`config.mk`:
```
export PLATFORM = sky130hd
export DESIGN_NAME = inst_memory_prog
export DESIGN_NICKNAME = d
export VERILOG_FILES = /design/src/rtl/inst_memory_prog.sv
export SDC_FILE = /design/constraint.sdc
export NUM_CORES = 1
export LEC_CHECK = 0
export CELL_PAD_IN_SITES_DETAIL_PLACEMENT = 0
export CELL_PAD_IN_SITES_GLOBAL_PLACEMENT = 1
export CORE_UTILIZATION = 30
export CTS_BUF_LIST = sky130_fd_sc_hd__clkbuf_8
export CTS_CLUSTER_SIZE = 10
export DETAILED_ROUTE_END_ITERATION = 10
export DONT_BUFFER_PORTS = 1
export GPL_ROUTABILITY_DRIVEN = 0
export GPL_TIMING_DRIVEN = 0
export PLACE_DENSITY_LB_ADDON = 0.25
export SYNTH_ARGS = -nofsm -noshare
export SYNTH_HDL_FRONTEND = slang
export SYNTH_SLANG_ARGS = --single-unit
```
`constraint.sdc`:
```
create_clock -name i_clk -period 3.65 [get_ports i_clk]
set_input_delay 0.73 -clock i_clk [delete_from_list [all_inputs] [get_ports i_clk]]
set_output_delay 0.73 -clock i_clk [all_outputs]
set_load 0.01 [all_outputs]
```
`src/rtl/inst_memory_prog.sv`:
```
// Byte-programmable instruction memory: serial byte loading in PROG mode,
// registered little-endian multi-byte fetch with range checking in RUN mode.
module inst_memory_prog #(
    parameter int PC_BITS    = 8,
    parameter int BYTE_SIZE  = 8,
    parameter int DEPTH      = 32,
    parameter int WORD_BYTES = 4,
    localparam int INST_MEM_WORD = WORD_BYTES * BYTE_SIZE
) (
    input  logic                     i_clk,
    input  logic                     i_rst,
    input  logic                     i_prog_en,
    input  logic                     i_prog_valid,
    input  logic [BYTE_SIZE-1:0]     i_data_in,
    output logic [PC_BITS:0]         o_prog_count,
    output logic                     o_prog_full,
    output logic                     o_prog_ovf,
    input  logic                     i_fetch,
    input  logic [PC_BITS-1:0]       i_address,
    output logic [INST_MEM_WORD-1:0] o_data_out,
    output logic                     o_data_valid,
    output logic                     o_fetch_err,
    output logic                     o_busy
);
    localparam int AW = (DEPTH > 1) ? $clog2(DEPTH) : 1;
    localparam logic [PC_BITS:0] DEPTH_P = (PC_BITS+1)'(DEPTH);
    localparam logic [PC_BITS:0] WORD_P  = (PC_BITS+1)'(WORD_BYTES);

    typedef enum logic {RUN = 1'b0, PROG = 1'b1} state_t;

    state_t                   state;
    logic [BYTE_SIZE-1:0]     mem [DEPTH];
    logic [PC_BITS:0]         wr_ptr;
    logic [PC_BITS:0]         ptr_base;
    logic [PC_BITS:0]         fetch_end;
    logic [PC_BITS:0]         rd_idx;
    logic                     full_now;
    logic                     wr_en;
    logic                     fetch_act;
    logic                     in_range;
    logic [INST_MEM_WORD-1:0] rd_word_p0;

    // Entering PROG restarts the load at address 0, even on the entry edge itself.
    always_comb begin
        ptr_base  = (state == PROG) ? wr_ptr : '0;
        full_now  = (ptr_base == DEPTH_P);
        wr_en     = i_prog_en && i_prog_valid && !full_now;
        fetch_act = (state == RUN) && !i_prog_en && i_fetch;
        fetch_end = {1'b0, i_address} + WORD_P;
        in_range  = (fetch_end <= DEPTH_P);
    end

    always_comb begin
        rd_word_p0 = '0;
        rd_idx     = '0;
        for (int i = 0; i < WORD_BYTES; i++) begin
            rd_idx = {1'b0, i_address} + (PC_BITS+1)'(i);
            rd_word_p0[i*BYTE_SIZE +: BYTE_SIZE] = mem[rd_idx[AW-1:0]];
        end
    end

    always_ff @(posedge i_clk) begin
        if (!i_rst && wr_en) begin
            mem[ptr_base[AW-1:0]] <= i_data_in;
        end
    end

    always_ff @(posedge i_clk) begin
        if (i_rst) begin
            state        <= RUN;
            wr_ptr       <= '0;
            o_prog_ovf   <= 1'b0;
            o_data_out   <= '0;
            o_data_valid <= 1'b0;
            o_fetch_err  <= 1'b0;
            o_busy       <= 1'b0;
        end else begin
            state  <= i_prog_en ? PROG : RUN;
            o_busy <= i_prog_en;
            if (i_prog_en) begin
                wr_ptr <= wr_en ? ptr_base + 1'b1 : ptr_base;
                o_prog_ovf <= ((state == PROG) && o_prog_ovf) || (i_prog_valid && full_now);
            end
            // fetch stage boundary: one registered word per accepted request
            o_data_valid <= fetch_act;
            o_fetch_err  <= fetch_act && !in_range;
            if (fetch_act) begin
                o_data_out <= in_range ? rd_word_p0 : '0;
            end
        end
    end

    assign o_prog_count = wr_ptr;
    assign o_prog_full  = (wr_ptr == DEPTH_P);

endmodule
```
---- Yosys cells after proc, flatten, opt, wreduce, memory -nomap -nowiden ----
Memories as Yosys holds them, arrays and structs flattened.
Index checks and enable logic that the tools add are counted.
word-level totals
  flip-flop bits (word level) ............. 46
  bits in latches ......................... 0
  bits in writable memories ............... 256
  ROM bits ................................ 0
  input port bits ......................... 21
  output and inout port bits .............. 46
  word-level logic and storage cells ...... 36
  memories kept ........................... 1
operators by class
  add/sub/neg operators ................... 5
  multiply operators ...................... 0
  divide/modulo/power cells ............... 0
  $lt $le $gt $ge ......................... 1
  equal/unequal tests ..................... 2
  shifts and indexed selects .............. 0
  multiplexer cells ....................... 6
  bitwise logic cells ..................... 1
  reductions and logical operators ........ 13
memories
  name  words  width  read ports  clocked after Yosys merged registers in  wr ports  line  text
  mem   32     8      4           0                                        1         32    logic [BYTE_SIZE-1:0] mem [DEPTH];
operators with widths
  kind                                                            number
  two-way mux 32 bit                                              1
  == test 9 x 6 -> 1 bit, second input constant                   2
  two-way mux 9 bit                                               2
  adder 5 x 2 -> 5 bit, second input constant                     2
  adder 8 x 3 -> 9 bit, second input constant                     1
  adder 9 x 1 -> 9 bit, second input constant                     1
  less-or-equal comparator 9 x 6 -> 1 bit, second input constant  1
  logical AND 1 bit                                               8
  adder 5 x 1 -> 5 bit, second input constant                     1
  logical NOT 1 bit                                               4
  two-way mux 1 bit                                               3
  logical OR 1 bit                                                1
  inverter 1 bit                                                  1

---- Longest topological paths before layout ----
  depth after elaboration ................. 7
  mapped depth ............................ 13
  depth with buffers taken out ............ 8

---- Worst setup path after synthesis ----
Ideal clock, no wire load.
  kind .................................... input port to flip-flop
  start ................................... in i_address[1]
  end ..................................... reg o_data_out[17]
  library setup time ...................... 0.128 ns
  data arrival time ....................... 3.336 ns
  data required time ...................... 3.522 ns
  path slack .............................. 0.186 ns
  cell stages on the path ................. 10
  path buffers ............................ 4
  path through ............................ buf_2 -> clkinv_1 -> buf_1 -> ha_1 -> buf_2 -> clkbuf_1 -> mux4_2 -> mux4_2 -> mux2i_1 -> o21ai_1
on the way
  word-level cells in the longest chain between the ends .. 3
  elaborated cells on any way between the ends .. 5
  those cells by class .................... 2 x add/sub; 1 x order compare; 1 x mux; 1 x memory
RTL lines
  item                                                                                   line    text
  start: declaration                                                                     19      input logic [PC_BITS-1:0] i_address,
  adder 8 x 3 -> 9 bit / adder 5 x 2 -> 5 bit (equally long branches)                    49, 57
  less-or-equal comparator 9 x 6 -> 1 bit / memory (32 x 8 bit) (equally long branches)  -
  two-way mux 32 bit *                                                                   88      o_data_out <= in_range ? rd_word_p0 : '0;
  end signal: assignment                                                                 88
  end: declaration                                                                       20      output logic [INST_MEM_WORD-1:0] o_data_out,
Mark *: on every way between the ends. The rest lies on a longest branch, timed or not.
A chain may end at the register's enable or synchronous reset.

---- Final worst setup path ----
  start ................................... in i_address[1]
  end ..................................... reg o_data_out[27]
Same word-level chain as after synthesis.

==> flow_summary.rst <==
.. list-table::
   :header-rows: 1

   * - Metric
     - Value
   * - Number of different library cells in the post-synthesis netlist
     - 67
   * - CTS sink count
     - 301
   * - Number of buffer and inverter stages on the critical path
     - 3
   * - Drc violations
     - 0
   * - Antenna violations before repair
     - 4
   * - Mean Syn Cell Area
     - 13.7 um^2
   * - Count of routing violations after the opening detailed-route iteration
     - 2278
   * - Synthesized netlist net count
     - 1394
   * - Overflow left after global routing
     - 0
   * - Max-Cap Viols
     - 0
   * - Number of cells in the finished layout apart from fillers
     - 2323
   * - Class of the tightest hold or removal check
     - in2reg
   * - Cell at the slowest stage of the critical path
     - sky130_fd_sc_hd__clkbuf_1
   * - Nets
     - 1467
   * - Mapped cell area
     - 0.0188 mm^2
   * - Finished Cell Area
     - 0.0217 mm^2
   * - Clock skew
     - 37.9 ps
   * - Cells taking the most area after synthesis
     - sky130_fd_sc_hd__edfxtp_1, sky130_fd_sc_hd__mux4_2, sky130_fd_sc_hd__mux2i_1
   * - Count of buffers from port buffering
     - 0
   * - Max IR drop VDD
     - 0.235 mV
   * - Dpl cell area
     - 0.0198 mm^2
   * - Max Slew Vio Count
     - 0
   * - Most frequently used cell type in the post-synthesis netlist
     - sky130_fd_sc_hd__edfxtp_1
   * - Number of flops mapped to enable cells by yosys
     - 256
   * - Arrival time of data at the critical path endpoint
     - 4340 ps
   * - Pin count of the biggest net entering global routing
     - 33
   * - Vias
     - 15000
   * - Critical-path cell list
     - buf_2 > clkinv_4 > ha_1 > a21oi_2 > xor2_1 > clkbuf_1 > nor4_2 > nor2_1 > a32o_1
   * - Cell count after synthesis
     - 1365
   * - Number of endpoints failing setup at the final stage
     - 4
   * - Failing checks
     - negative setup slack
   * - CTS Buffer Depth
     - 3
   * - Async set-or-reset flop fraction in the synthesized netlist
     - 0
   * - Synth area leader
     - sky130_fd_sc_hd__edfxtp_1
   * - Initial core utilization
     - 0.304
   * - Max incr delay on CP
     - 1090 ps
   * - TritonCTS clock tree
     - yes
   * - Post-cts hold buffer count
     - 0
   * - Startpoint-to-endpoint class of the critical path
     - in2reg
   * - Number of optimization iterations in the first detailed-route pass
     - 6
   * - Number of global-route vias before repair
     - 14300
   * - Top-level port count
     - 67
   * - Inst Count DP
     - 2203
   * - Vias per Instance
     - 6.44
   * - Std-Cell Rows
     - 91
   * - Die footprint
     - 0.0635 mm^2
   * - Nature of the critical path endpoint
     - flip-flop
   * - CTS H-Tree Depth
     - 2
   * - Final period demand of the worst path
     - 3750 ps
   * - Slew at the pin closest to its max-slew limit
     - 1410 ps
   * - Fraction of final layout cells sized beyond drive strength 1
     - 0.312
   * - F_max
     - 267 MHz
   * - Total power consumption of the routed design
     - 8620 uW
   * - Portion of the clock cycle consumed by the worst path in the final layout
     - 1.03
   * - Clock buffers created by TritonCTS
     - 54
   * - Minimum hold slack
     - 140 ps
   * - Clock root buffer
     - sky130_fd_sc_hd__clkbuf_8
   * - Register clock-pin slew on the reported worst setup and hold paths
     - 60 ps
   * - Post-detail-place hpwl
     - 63000 um
   * - Warnings from Yosys
     - 0
   * - Routed WL
     - 85500 um
   * - Leakage Power
     - 0.00717 uW
   * - Data required, critical path
     - 4240 ps
   * - Antenna-violating nets left
     - 0
   * - Critical path startpoint category
     - input port
   * - Most frequently used flop master after synthesis
     - sky130_fd_sc_hd__edfxtp_1
   * - Wire length of the first global-routing pass
     - 117000 um
   * - Height of the die
     - 252 um
   * - Chip width
     - 252 um
   * - Floorplan Core Area
     - 0.0617 mm^2
   * - FILL cells
     - 6087
   * - Max_slew headroom
     - 0.0588
   * - Final Hold Vio Count
     - 0
   * - Cell family contributing the most delay on the critical path
     - buffers and inverters
   * - Top cells by instance count after synthesis
     - sky130_fd_sc_hd__edfxtp_1, sky130_fd_sc_hd__mux4_2, sky130_fd_sc_hd__nand2_1
   * - Synthesis-to-layout area growth
     - 15.5%
   * - Post-route worst setup slack
     - -95.5 ps
   * - RSZ-0062 raised after global routing
     - true
   * - Synth top area share
     - 0.410
   * - Flops & latches, synth
     - 301
   * - Wire length per cell after detailed routing
     - 36.8 um
   * - Clock latency at the later pin of the worst-skew pair
     - 690 ps
   * - Seq/Total Area, Yosys
     - 0.458
   * - Crit-path max FO
     - 15
   * - Global router's overall resource usage
     - 0.269
   * - Outcome
     - finished, violations left
   * - Power density of the placed cells
     - 398 mW/mm^2
==> path summary, 6_finish.rpt <==
check,startpoint,endpoint,slack (ps),cells after the start
worst max register to register,o_busy,mem[7][1],0,9
worst min register to register,o_data_out[5],o_data_out[5],480,2
worst max-delay path,i_address[1],o_data_out[27],-100,9
worst min-delay path,i_data_in[4],mem[22][4],140,0
==> per-layer routing <==
layer,up-vias,track usage,wire length [um]
li1,5743,-,-
met1,7716,0.355,33000
met2,1262,0.411,38000
met3,238,0.0721,9980
met4,2,0.121,4540
met5,-,0,13
==> cells by family after synthesis <==
| logic type | share of synthesized area |
|---|---|
| AO/OA/AOI/OAI | 0.0842 |
| XOR/XNOR | 0.00880 |
| adder cells (fa/ha/maj) | 0.00534 |
| buffers and inverters | 0.0397 |
| AND/OR/NAND/NOR | 0.0827 |
| multiplexers | 0.322 |
| flip-flops | 0.458 |
==> placed cells by master, fill, tap and decap left out, types with 32 or more instances in the layout <==
cell / count
sky130_fd_sc_hd__mux4_2: 195
sky130_fd_sc_hd__edfxtp_1: 256
sky130_fd_sc_hd__dfxtp_1: 45
sky130_fd_sc_hd__buf_2: 36
sky130_fd_sc_hd__nor2_4: 32
sky130_fd_sc_hd__nand2_1: 179
sky130_fd_sc_hd__clkbuf_8: 62
sky130_fd_sc_hd__nand3_1: 42
sky130_fd_sc_hd__a21oi_1: 39
sky130_fd_sc_hd__mux2i_1: 134
==> where the power goes <==
| part | internal, uW | switching [uW] | total, uW |
|---|---|---|---|
| Sequential | 3740 | 13.4 | 3750 |
| Combinational | 572 | 1010 | 1580 |
| Clock | 1760 | 1530 | 3290 |
| Total | 6070 | 2550 | 8620 |
==> cell type report <==
type / instances / area (um^2) / share of cell area
clock buffer: 62 / 853 / 0.0394
clock inverter: 40 / 249 / 0.0115
inverter: 7 / 31.3 / 0.00144
multi-input combinational: 939 / 9810 / 0.453
tap: 837 / 1050 / 0.0483
antenna: 2 / 5.00 / 0.000231
sequential: 301 / 8590 / 0.396
timing repair buffer: 18 / 339 / 0.0157
buffer: 117 / 746 / 0.0344
==> state kept, by name (all words and copies together), names as in the netlist <==
signal,cells
mem,256
o_data_out,32
o_prog_count,9
o_busy,1
o_data_valid,1
o_fetch_err,1
o_prog_ovf,1
==> repair_timing <==
item | in CTS | in global routing
pin swaps | 1 | 16
setup buffers | 3 | 14
gates cloned | 0 | 0
resized for setup | 62 | 50
endpoints found under the setup margin | 280 | 270
==> stage by stage <==
stage / setup TNS [ps] / worst slack (ps) / util
final: -189 / -95.5 / 0.351
after detailed placement: -77460 / -2090 / 0.321
after CTS: -12890 / -308 / 0.343
after floorplan: 0 / 186 / -
after global placement: -75660 / -2230 / 0.321
after global routing: -31890 / -276 / 0.351
(Power assumes the default switching activity.)
